**src/rtl/stack_pkg.sv**
```systemverilog
// Shared types and defaults for the operand-stack controller.
package stack_pkg;

   typedef enum logic [2:0] {
      IDLE,
      PUSH_WR,
      POP_RD,
      POP_FILL,
      DONE
   } state_t;

   localparam int DEF_DATA_W = 8;
   localparam int DEF_ADDR_W = 5;
   localparam int DEF_DEPTH  = 16;
   localparam int DEF_BASE   = 16;

   // sp counts entries, so it must represent 0..depth inclusive.
   function automatic int sp_width(input int depth);
      return $clog2(depth + 1);
   endfunction

endpackage

```
**src/rtl/stack_mem_ctrl_if.sv**
```systemverilog
// Command/response and data-memory signals of the operand-stack controller.
interface stack_mem_ctrl_if
   import stack_pkg::*;
#(
   parameter int DATA_W = DEF_DATA_W,
   parameter int ADDR_W = DEF_ADDR_W,
   parameter int SP_W   = sp_width(DEF_DEPTH)
);

   // Command handshake: a push/pop/tos pulse is taken only while busy is low;
   // done pulses for one cycle when it finishes, with err when it was rejected.
   logic              push;
   logic              pop;
   logic              tos;
   logic [DATA_W-1:0] d_in;
   logic [DATA_W-1:0] d_out;
   logic              busy;
   logic              done;
   logic              err;
   logic              overflow;
   logic              underflow;
   logic [SP_W-1:0]   sp;
   logic [ADDR_W-1:0] mem_addr;
   logic [DATA_W-1:0] mem_wdata;
   logic              mem_write;
   logic              mem_read;
   logic [DATA_W-1:0] mem_rdata;

   modport slave (
      input  push, pop, tos, d_in, mem_rdata,
      output d_out, busy, done, err, overflow, underflow, sp,
             mem_addr, mem_wdata, mem_write, mem_read
   );

   modport master (
      output push, pop, tos, d_in, mem_rdata,
      input  d_out, busy, done, err, overflow, underflow, sp,
             mem_addr, mem_wdata, mem_write, mem_read
   );

endinterface

```
**src/rtl/stack_ptr.sv**
```systemverilog
// Saturating entry counter for the operand stack.
module stack_ptr
   import stack_pkg::*;
#(
   parameter int DEPTH = DEF_DEPTH,
   parameter int SP_W  = sp_width(DEPTH)
) (
   input  logic            clk,
   input  logic            rst,
   input  logic            inc,
   input  logic            dec,
   output logic [SP_W-1:0] count,
   output logic            full,
   output logic            empty
);

   assign full  = (count == SP_W'(DEPTH));
   assign empty = (count == '0);

   always_ff @(posedge clk) begin
      if (rst) begin
         count <= '0;
      end else if (inc && !dec && !full) begin
         count <= count + SP_W'(1);
      end else if (dec && !inc && !empty) begin
         count <= count - SP_W'(1);
      end
   end

endmodule

```
**src/rtl/stack_mem_ctrl.sv**
```systemverilog
// Operand-stack sequencer: owns sp, caches top-of-stack in tos_q and keeps
// the remaining entries in a synchronous data memory starting at BASE.
module stack_mem_ctrl
   import stack_pkg::*;
#(
   parameter int DATA_W = DEF_DATA_W,
   parameter int ADDR_W = DEF_ADDR_W,
   parameter int DEPTH  = DEF_DEPTH,
   parameter int BASE   = DEF_BASE
) (
   input  logic             clk,
   input  logic             rst,
   stack_mem_ctrl_if.slave  bus,
   output state_t           dbg_state
);

   localparam int SP_W = sp_width(DEPTH);
   localparam logic [ADDR_W-1:0] BASE_A = ADDR_W'(BASE);

   state_t            state;
   logic [DATA_W-1:0] tos_q;
   logic [DATA_W-1:0] data_q;
   logic [DATA_W-1:0] d_out_q;
   logic [DATA_W-1:0] wdata_q;
   logic [ADDR_W-1:0] addr_q;
   logic              done_q;
   logic              err_q;
   logic              ovf_q;
   logic              unf_q;
   logic              rd_q;
   logic              wr_q;

   logic [SP_W-1:0]   sp;
   logic              full;
   logic              empty;
   logic              sp_one;
   logic [ADDR_W-1:0] sp_a;

   stack_ptr #(.DEPTH(DEPTH), .SP_W(SP_W)) u_ptr (
      .clk   (clk),
      .rst   (rst),
      .inc   (state == PUSH_WR),
      .dec   (state == POP_RD),
      .count (sp),
      .full  (full),
      .empty (empty)
   );

   assign sp_one = (sp == SP_W'(1));
   assign sp_a   = ADDR_W'(sp);

   always_ff @(posedge clk) begin
      if (rst) begin
         state   <= IDLE;
         tos_q   <= '0;
         data_q  <= '0;
         d_out_q <= '0;
         wdata_q <= '0;
         addr_q  <= '0;
         done_q  <= 1'b0;
         err_q   <= 1'b0;
         ovf_q   <= 1'b0;
         unf_q   <= 1'b0;
         rd_q    <= 1'b0;
         wr_q    <= 1'b0;
      end else begin
         case (state)
            IDLE: begin
               done_q <= 1'b0;
               err_q  <= 1'b0;
               if (bus.push) begin
                  data_q <= bus.d_in;
                  if (full) begin
                     state  <= DONE;
                     done_q <= 1'b1;
                     err_q  <= 1'b1;
                     ovf_q  <= 1'b1;
                  end else begin
                     state   <= PUSH_WR;
                     wr_q    <= 1'b1;
                     addr_q  <= BASE_A + sp_a;
                     wdata_q <= bus.d_in;
                  end
               end else if (bus.pop) begin
                  if (empty) begin
                     state  <= DONE;
                     done_q <= 1'b1;
                     err_q  <= 1'b1;
                     unf_q  <= 1'b1;
                  end else begin
                     state <= POP_RD;
                     // The new top lives in memory only when two or more entries exist.
                     if (!sp_one) begin
                        rd_q   <= 1'b1;
                        addr_q <= BASE_A + sp_a - ADDR_W'(2);
                     end
                  end
               end else if (bus.tos) begin
                  state  <= DONE;
                  done_q <= 1'b1;
                  if (empty) begin
                     err_q <= 1'b1;
                     unf_q <= 1'b1;
                  end else begin
                     d_out_q <= tos_q;
                  end
               end
            end
            PUSH_WR: begin
               wr_q   <= 1'b0;
               tos_q  <= data_q;
               state  <= DONE;
               done_q <= 1'b1;
            end
            POP_RD: begin
               rd_q    <= 1'b0;
               d_out_q <= tos_q;
               if (sp_one) begin
                  tos_q  <= '0;
                  state  <= DONE;
                  done_q <= 1'b1;
               end else begin
                  state <= POP_FILL;
               end
            end
            POP_FILL: begin
               tos_q  <= bus.mem_rdata;
               state  <= DONE;
               done_q <= 1'b1;
            end
            DONE: begin
               done_q <= 1'b0;
               err_q  <= 1'b0;
               state  <= IDLE;
            end
            default: state <= IDLE;
         endcase
      end
   end

   assign bus.d_out     = d_out_q;
   assign bus.busy      = (state != IDLE);
   assign bus.done      = done_q;
   assign bus.err       = err_q;
   assign bus.overflow  = ovf_q;
   assign bus.underflow = unf_q;
   assign bus.sp        = sp;
   assign bus.mem_addr  = addr_q;
   assign bus.mem_wdata = wdata_q;
   // A write still pending when reset arrives must not reach memory.
   assign bus.mem_write = wr_q & ~rst;
   assign bus.mem_read  = rd_q;
   assign dbg_state     = state;

endmodule

```
**src/flat_wrapper.sv**
```systemverilog
// flat-port wrapper written by rule: the top's interface ports become plain ports
module stack_mem_ctrl_flat import stack_pkg::*;
#(
   parameter int DATA_W = DEF_DATA_W,
   parameter int ADDR_W = DEF_ADDR_W,
   parameter int DEPTH  = DEF_DEPTH,
   parameter int BASE   = DEF_BASE
)
  (clk, rst, dbg_state, bus_push, bus_pop, bus_tos, bus_d_in, bus_mem_rdata, bus_d_out, bus_busy, bus_done, bus_err, bus_overflow, bus_underflow, bus_sp, bus_mem_addr, bus_mem_wdata, bus_mem_write, bus_mem_read);
  stack_mem_ctrl_if #(.DATA_W(DATA_W), .ADDR_W(ADDR_W), .SP_W((sp_width(DEF_DEPTH)))) bus_i ();
  input  logic clk;
  input  logic rst;
  output state_t dbg_state;
  input wire logic [$bits(bus_i.push)-1:0] bus_push;
  input wire logic [$bits(bus_i.pop)-1:0] bus_pop;
  input wire logic [$bits(bus_i.tos)-1:0] bus_tos;
  input wire logic [$bits(bus_i.d_in)-1:0] bus_d_in;
  input wire logic [$bits(bus_i.mem_rdata)-1:0] bus_mem_rdata;
  output wire logic [$bits(bus_i.d_out)-1:0] bus_d_out;
  output wire logic [$bits(bus_i.busy)-1:0] bus_busy;
  output wire logic [$bits(bus_i.done)-1:0] bus_done;
  output wire logic [$bits(bus_i.err)-1:0] bus_err;
  output wire logic [$bits(bus_i.overflow)-1:0] bus_overflow;
  output wire logic [$bits(bus_i.underflow)-1:0] bus_underflow;
  output wire logic [$bits(bus_i.sp)-1:0] bus_sp;
  output wire logic [$bits(bus_i.mem_addr)-1:0] bus_mem_addr;
  output wire logic [$bits(bus_i.mem_wdata)-1:0] bus_mem_wdata;
  output wire logic [$bits(bus_i.mem_write)-1:0] bus_mem_write;
  output wire logic [$bits(bus_i.mem_read)-1:0] bus_mem_read;
  assign bus_i.push = bus_push;
  assign bus_i.pop = bus_pop;
  assign bus_i.tos = bus_tos;
  assign bus_i.d_in = bus_d_in;
  assign bus_i.mem_rdata = bus_mem_rdata;
  assign bus_d_out = bus_i.d_out;
  assign bus_busy = bus_i.busy;
  assign bus_done = bus_i.done;
  assign bus_err = bus_i.err;
  assign bus_overflow = bus_i.overflow;
  assign bus_underflow = bus_i.underflow;
  assign bus_sp = bus_i.sp;
  assign bus_mem_addr = bus_i.mem_addr;
  assign bus_mem_wdata = bus_i.mem_wdata;
  assign bus_mem_write = bus_i.mem_write;
  assign bus_mem_read = bus_i.mem_read;
  stack_mem_ctrl #(.DATA_W(DATA_W), .ADDR_W(ADDR_W), .DEPTH(DEPTH), .BASE(BASE)) u_core (.clk(clk), .rst(rst), .bus(bus_i), .dbg_state(dbg_state));
endmodule
```
**config.mk**
```make
export PLATFORM = sky130hd
export DESIGN_NAME = stack_mem_ctrl_flat
export DESIGN_NICKNAME = d
export VERILOG_FILES = /design/src/rtl/stack_pkg.sv /design/src/rtl/stack_mem_ctrl_if.sv /design/src/rtl/stack_ptr.sv /design/src/rtl/stack_mem_ctrl.sv /design/src/flat_wrapper.sv
export SDC_FILE = /design/constraint.sdc
export NUM_CORES = 1
export LEC_CHECK = 0
export BUFFER_PORTS_ARGS = -buffer_cell sky130_fd_sc_hd__buf_2
export CAP_MARGIN = 20
export CORE_MARGIN = 2
export CORE_UTILIZATION = 35
export CTS_CLUSTER_DIAMETER = 120
export DETAILED_ROUTE_END_ITERATION = 10
export SETUP_SLACK_MARGIN = 0.1
export SKIP_LAST_GASP = 1
export SYNTH_ARGS = -nofsm -noshare
export SYNTH_HDL_FRONTEND = slang
export SYNTH_SLANG_ARGS = --single-unit
```
**constraint.sdc**
```tcl
create_clock -name clk -period 1.8 [get_ports clk]
set_input_delay 0.09 -clock clk [delete_from_list [all_inputs] [get_ports clk]]
set_output_delay 0.09 -clock clk [all_outputs]
set_load 0.005 [all_outputs]
```
==> results of run 1 <==
[power breakdown]
group          switching, mW  leakage (nW)  internal [mW]  total [mW]
sequential            0.0805         0.420           1.24        1.32
combinational          0.385         0.964          0.402       0.787
clock                  0.412        0.0517          0.316       0.728
[sequential cells by signal (all words and copies together), names as in the netlist]
name,cells
u_core.bus.d_out,8
u_core.bus.underflow,1
u_core.bus.mem_wdata,8
u_core.bus.mem_addr,5
u_core.tos_q,8
u_core.bus.err,1
u_core.dbg_state,3
u_core.data_q,8
u_core.wr_q,1
u_core.bus.done,1
u_core.bus.overflow,1
u_core.bus.mem_read,1
u_core.u_ptr.count,5
[routing by layer]
metal / vias to the layer above / part of all wire / GRT usage
li1: 1122 / - / -
met1: 1008 / 0.48 / 0.214
met2: 41 / 0.47 / 0.248
met3: 4 / 0.034 / 0.0343
met4: 0 / 0.012 / 0.0469
met5: - / 0 / 0
[critical path: stages, from the launching register on]
cell and delay (ps):
dfxtp_4 360, inv_4 70, ha_4 120, or4b_4 490, o22ai_4 210, clkbuf_16 200, buf_6 100, a311oi_2 70
[cell usage in the layout (no fill, tap or decap), drive strengths merged, types with 3 or more instances in the layout]
cell	synthesis	layout
nand3	12	12
nor2b	6	6
mux2i	8	8
o22ai	3	3
buf	10	94
a311oi	10	10
nand2	50	50
clkbuf	11	7
a31oi	3	3
inv	7	8
or4b	3	3
nand2b	3	3
mux2	3	3
dfxtp	51	51
nor2	31	31
a21oi	27	27
xnor2	3	3
ha	7	7
[cells by family after synthesis]
group                    after synthesis  synth area share
XOR/XNOR                               4            0.0146
AO/OA/AOI/OAI                         54             0.163
AND/OR/NAND/NOR                      122             0.258
adder cells (fa/ha/maj)                7            0.0366
multiplexers                          11            0.0476
flip-flops                            51             0.427
buffers and inverters                 28            0.0533
[path summary, 6_finish.rpt]
check,endpoint,start,slack [ps],depth (start not counted)
setup / recovery,u_core.tos_q[6],u_core.u_ptr.count[1],50,7
setup reg to reg,u_core.tos_q[6],u_core.u_ptr.count[1],50,7
hold / removal,u_core.data_q[1],bus_d_in[1],20,3
hold reg to reg,u_core.bus.mem_wdata[5],u_core.bus.mem_wdata[5],460,2
[layout make-up]
type | count | area [µm²] | share of cell area
Timing Repair Buffer | 95 | 627 | 0.193
Multi-Input combinational cell | 198 | 1360 | 0.418
Clock inverter | 2 | 15.0 | 0.00462
Clock buffer | 6 | 82.6 | 0.0254
Tap cell | 80 | 100 | 0.0308
Sequential cell | 51 | 1030 | 0.318
Inverter | 7 | 31.3 | 0.00963
[stage by stage]
stage	utilization	total power [mW]	worst slack [ps]	setup TNS (ps)	hold slack, ps
after floorplan	-	1.76	-9.27	-74.2	226
after global placement	0.439	2.02	25.6	0	348
after detailed placement	0.439	2.02	-0.800	-0.800	352
after CTS	0.466	2.77	56.3	0	18.9
after global routing	0.484	2.98	-17.3	-99.2	14.4
final	0.484	2.83	51.5	0	22.5
[repair_timing]
action	CTS	global route
gates resized for setup	5	20
cloned	0	1
setup endpoints to repair	33	38
pin swaps	3	15
buffers inserted	9	1
==> qor.yml, run 1 <==
run_status:
  status: "complete, no violations"
die:
  chipHeight_um: 86.7
  die_w_um: 86.7
  pin_count: 57
  die-area_um2: 7520
  row_count: 30
  coreArea_um2: 6720
  start_util: 0.356
critical_path:
  critPathCaptureType: "register"
  crit_type: "register to register"
  crit_fanout: 7
  critPathRequiredTime_ps: 1990
  critPathArrivalTime_ps: 1940
  start_kind: "register"
global_route:
  track_usage: 0.156
  overflow: 0
  grt_max_degree: 25
  antenna_found_initial: 0
  grt_pass1_vias: 1966
  grt_pass1_wl_um: 9360
sta:
  skew_ps: 8.70
  report.final.slew_viol_count: 0
  slew_headroom: 0.686
  setup_viol: 0
  rsz0062_at_grt: "true"
  hold_viol: 0
  fmax_mhz: 572
  fin_crit_sh: 0.971
  max_slew.worst_pin.slew_ps: 470
  layout_min_cycle_time_ps: 1750
cts:
  tritoncts: "done"
  insertion_delay_ps: 310
  cts_made_buffers: 5
  path_clk_slew_ps: 100
  h-tree-depth: 2
  clk_path_buf_depth: 2
  cts_hold_buf: 0
  cts.sinks: 51
  cts-root-buf: "clkbuf_8"
yosys:
  synthArstFlopShare: 0
  synth_most_common_cell: "dfxtp_1"
  yosys.area.top_type: "dfxtp_1"
  syn_avg_cell_area_um2: 8.64
  synthesis.nets: 305
  syn_inst: 277
  netlist_top_cells_count: "51 x dfxtp_1, 50 x nand2_1, 30 x nor2_1, 27 x a21oi_1, 12 x nand3_1"
  synth-edff-count: 0
  ys_types: 50
  synth-seq-area-share: 0.427
  ys.flop_type: "dfxtp_1"
  netlist.area_leader.share: 0.427
  yosys_warnings: 0
  synth_seq_cells: 51
  syn_area_um2: 2390
  netlist_top_cells_area: "dfxtp_1 43%, nand2_1 7.8%, a21oi_1 5.6%"
final_layout:
  fillers: 650
  design_area_um2: 3250
  diodes: 0
  layout.cells.non_filler: 439
  nets: 386
  drive_gt1_frac: 0.401
  area_growth_pct: 35.8
run:
  drv_cap: 0
detailed_routing:
  post_drt_wl_per_cell_um: 13.5
  first_iter_violations: 49
  drcViolationCount: 0
  firstDrtPassIters: 4
  wl_um: 5950
  route.antenna.remaining_nets: 0
  avgViaCountPerCell: 4.95
  vias: 2175
min_path:
  hp-class: "input pin to register"
placed_design:
  finalWeightedCongestion: 0.821
  io_buffers: 56
  dpl-instance-area_um2: 2950
  dp_cells: 420
  dp_hpwl_um: 4230
pwr:
  p_leak_nw: 1.44
  peakVddDrop_mv: 0.453
  p_per_area_nw_per_um2: 871
(Power assumes the default switching activity.)
==> inputs of run 2 (changes only) <==
--- a/config.mk
+++ b/config.mk
@@ -7,6 +7,7 @@
 export LEC_CHECK = 0
 export BUFFER_PORTS_ARGS = -buffer_cell sky130_fd_sc_hd__buf_2
 export CAP_MARGIN = 20
+export CORE_ASPECT_RATIO = 0.7
 export CORE_MARGIN = 2
 export CORE_UTILIZATION = 35
 export CTS_CLUSTER_DIAMETER = 120
==> qor.yml, run 2 (synthesized netlist as in run 1, its figures left out) <==
sta:
  report.final.slew_viol_count: 0  # unchanged
  fin_crit_sh: 1.01  # +0.0364
  timing.hold.ws_ps: 37.3  # +14.8 ps
  max_slew.worst_pin.slew_ps: 562  # +91.6 ps
  fmax_mhz: 551  # -3.6%
  layout_min_cycle_time_ps: 1810  # +65.5 ps
  setup_ws_ps: -14.0  # -65.5 ps
  hold_viol: 0  # unchanged
  rsz0062_at_grt: "true"
  setup-tns-final_ps: -27.1  # -27.1 ps
  skew_ps: 14.2  # +5.49 ps
  setup_viol: 3  # +3
  slew_headroom: 0.625  # -0.0604
final_layout:
  diodes: 0  # unchanged
  drive_gt1_frac: 0.406  # +0.00496
  area_growth_pct: 39.6
  final_cell_mix: "56 x buf_2, 48 x nand2_1, 46 x dfxtp_1"
  fillers: 657  # +1.1%
  final_util: 0.499  # +0.0155
  final_common_cell: "buf_2"
  nets: 389  # +0.78%
cts:
  insertion_delay_ps: 300  # about the same
  cts_made_buffers: 5  # unchanged
  tritoncts: "done"
  path_clk_slew_ps: 100  # about the same
  cts-root-buf: "clkbuf_8"
  cts.sinks: 51  # unchanged
  clk_path_buf_depth: 2  # unchanged
  cts_hold_buf: 0  # unchanged
  h-tree-depth: 2  # unchanged
die:
  pin_count: 57  # unchanged
  die_w_um: 103  # +19%
  die-area_um2: 7530  # +0.14%
  chipHeight_um: 73.2  # -16%
  start_util: 0.358  # +0.00133
  coreArea_um2: 6690  # -0.37%
  row_count: 25  # -17%
detailed_routing:
  wl_um: 6430  # +8.2%
  post_drt_wl_per_cell_um: 14.1  # +4.2%
  vias: 2218  # +2.0%
  drcViolationCount: 0  # unchanged
  first_iter_violations: 91  # +86%
  route.antenna.remaining_nets: 0  # unchanged
  avgViaCountPerCell: 4.86  # -1.8%
  firstDrtPassIters: 4  # unchanged
global_route:
  overflow: 0  # unchanged
  grt_max_degree: 30  # +20%
  antenna_found_initial: 0  # unchanged
  grt_pass1_wl_um: 9990  # +6.8%
  track_usage: 0.171  # +0.0140
  grt_pass1_vias: 1991  # +1.3%
critical_path:
  crit_fanout: 8  # +1
  start_kind: "register"
  critPathRequiredTime_ps: 1980  # about the same
  critPathCaptureType: "register"
  critPathSlowestCell: "or4b_4"
  path_cells: "inv_6 > ha_4 > or4b_4 > a31oi_4 > buf_12 > mux2i_1 > nor2_1"
  critPathArrivalTime_ps: 1990  # +50 ps
  slowest_delay_ps: 500  # about the same
  crit_type: "register to register"
pwr:
  peakVddDrop_mv: 0.505  # +12%
  p_leak_nw: 1.48  # +3.4%
  p_per_area_nw_per_um2: 917  # +5.2%
min_path:
  hp-class: "input pin to register"
run_status:
  status: "finished with violations"
  violations: "setup timing"
placed_design:
  dp_hpwl_um: 4570  # +8.0%
  io_buffers: 56  # unchanged
  finalWeightedCongestion: 0.820  # -0.19%
run:
  drv_cap: 0  # unchanged
-- run 2: cell types whose count changed in the layout (fill, tap and decap cells not counted), sizes merged --
cell	change
buf	+3
bufinv	+2
clkinv	-1
inv	-1
-- run 2: worst paths after layout --
| path | startpoint | to | slack [ps] | cells after the start |
|---|---|---|---|---|
| worst max-delay path | u_core.u_ptr.count[1] | u_core.bus.d_out[4] | -10 | 7 |
| worst min-delay path | bus_d_in[3] | u_core.data_q[3] | 40 | 3 |
| worst max register to register | u_core.u_ptr.count[1] | u_core.bus.d_out[4] | -10 | 7 |
| worst min register to register | u_core.bus.mem_wdata[2] | u_core.bus.mem_wdata[2] | 460 | 2 |
-- run 2: through the flow --
step / total power [mW] / setup WS, ps / cell area, µm² / std cells
6_report: 3.06 / -14.0 / 3340 / 456
5_1_grt: 3.22 / -82.6 / 3340 / 456
4_1_cts: 3.03 / -8.24 / 3220 / 451
3_5_place_dp: 2.01 / 3.14 / 2950 / 431
3_3_place_gp: 2.00 / 65.5 / 2950 / 431
2_1_floorplan: 1.76 / -9.27 / 2450 / 277
-- run 2: final cells by class --
| class | count | area [µm²] | area share |
|---|---|---|---|
| clock buffers | 6 | 72.6 | 0.0217 |
| clock inverters | 2 | 60.1 | 0.0180 |
| inverters | 7 | 33.8 | 0.0101 |
| multi-input cells | 198 | 1370 | 0.409 |
| flip-flops and latches | 51 | 1030 | 0.309 |
| well taps | 94 | 118 | 0.0352 |
| repair buffers | 98 | 657 | 0.197 |
-- run 2: critical path: cells and delay by family (launching register included) --
family          cells  cell delay, ps
simple gates        2             550
compound gates      1             210
mux                 1             190
flops               1             370
buf+inv             2             230
fa+ha+maj           1             130
-- run 2: where the power goes --
group / internal (mW) / switching, mW
logic: 0.414 / 0.398
clock network: 0.556 / 0.380
registers: 1.24 / 0.0782
total: 2.21 / 0.856
-- run 2: repair_timing --
action                                  in CTS  in global routing
gates resized for setup                     12                 21
pin swaps                                   13                  9
endpoints found under the setup margin      32                 41
cloned                                       2                  0
buffers inserted                            10                  5
-- run 2: per-layer routing --
layer / part of all wire / track usage / wire, µm
met5: 0 / 0 / 0
met4: 0.0062 / 0.0307 / 40
met3: 0.059 / 0.0441 / 382
met2: 0.42 / 0.252 / 2710
met1: 0.51 / 0.253 / 3300
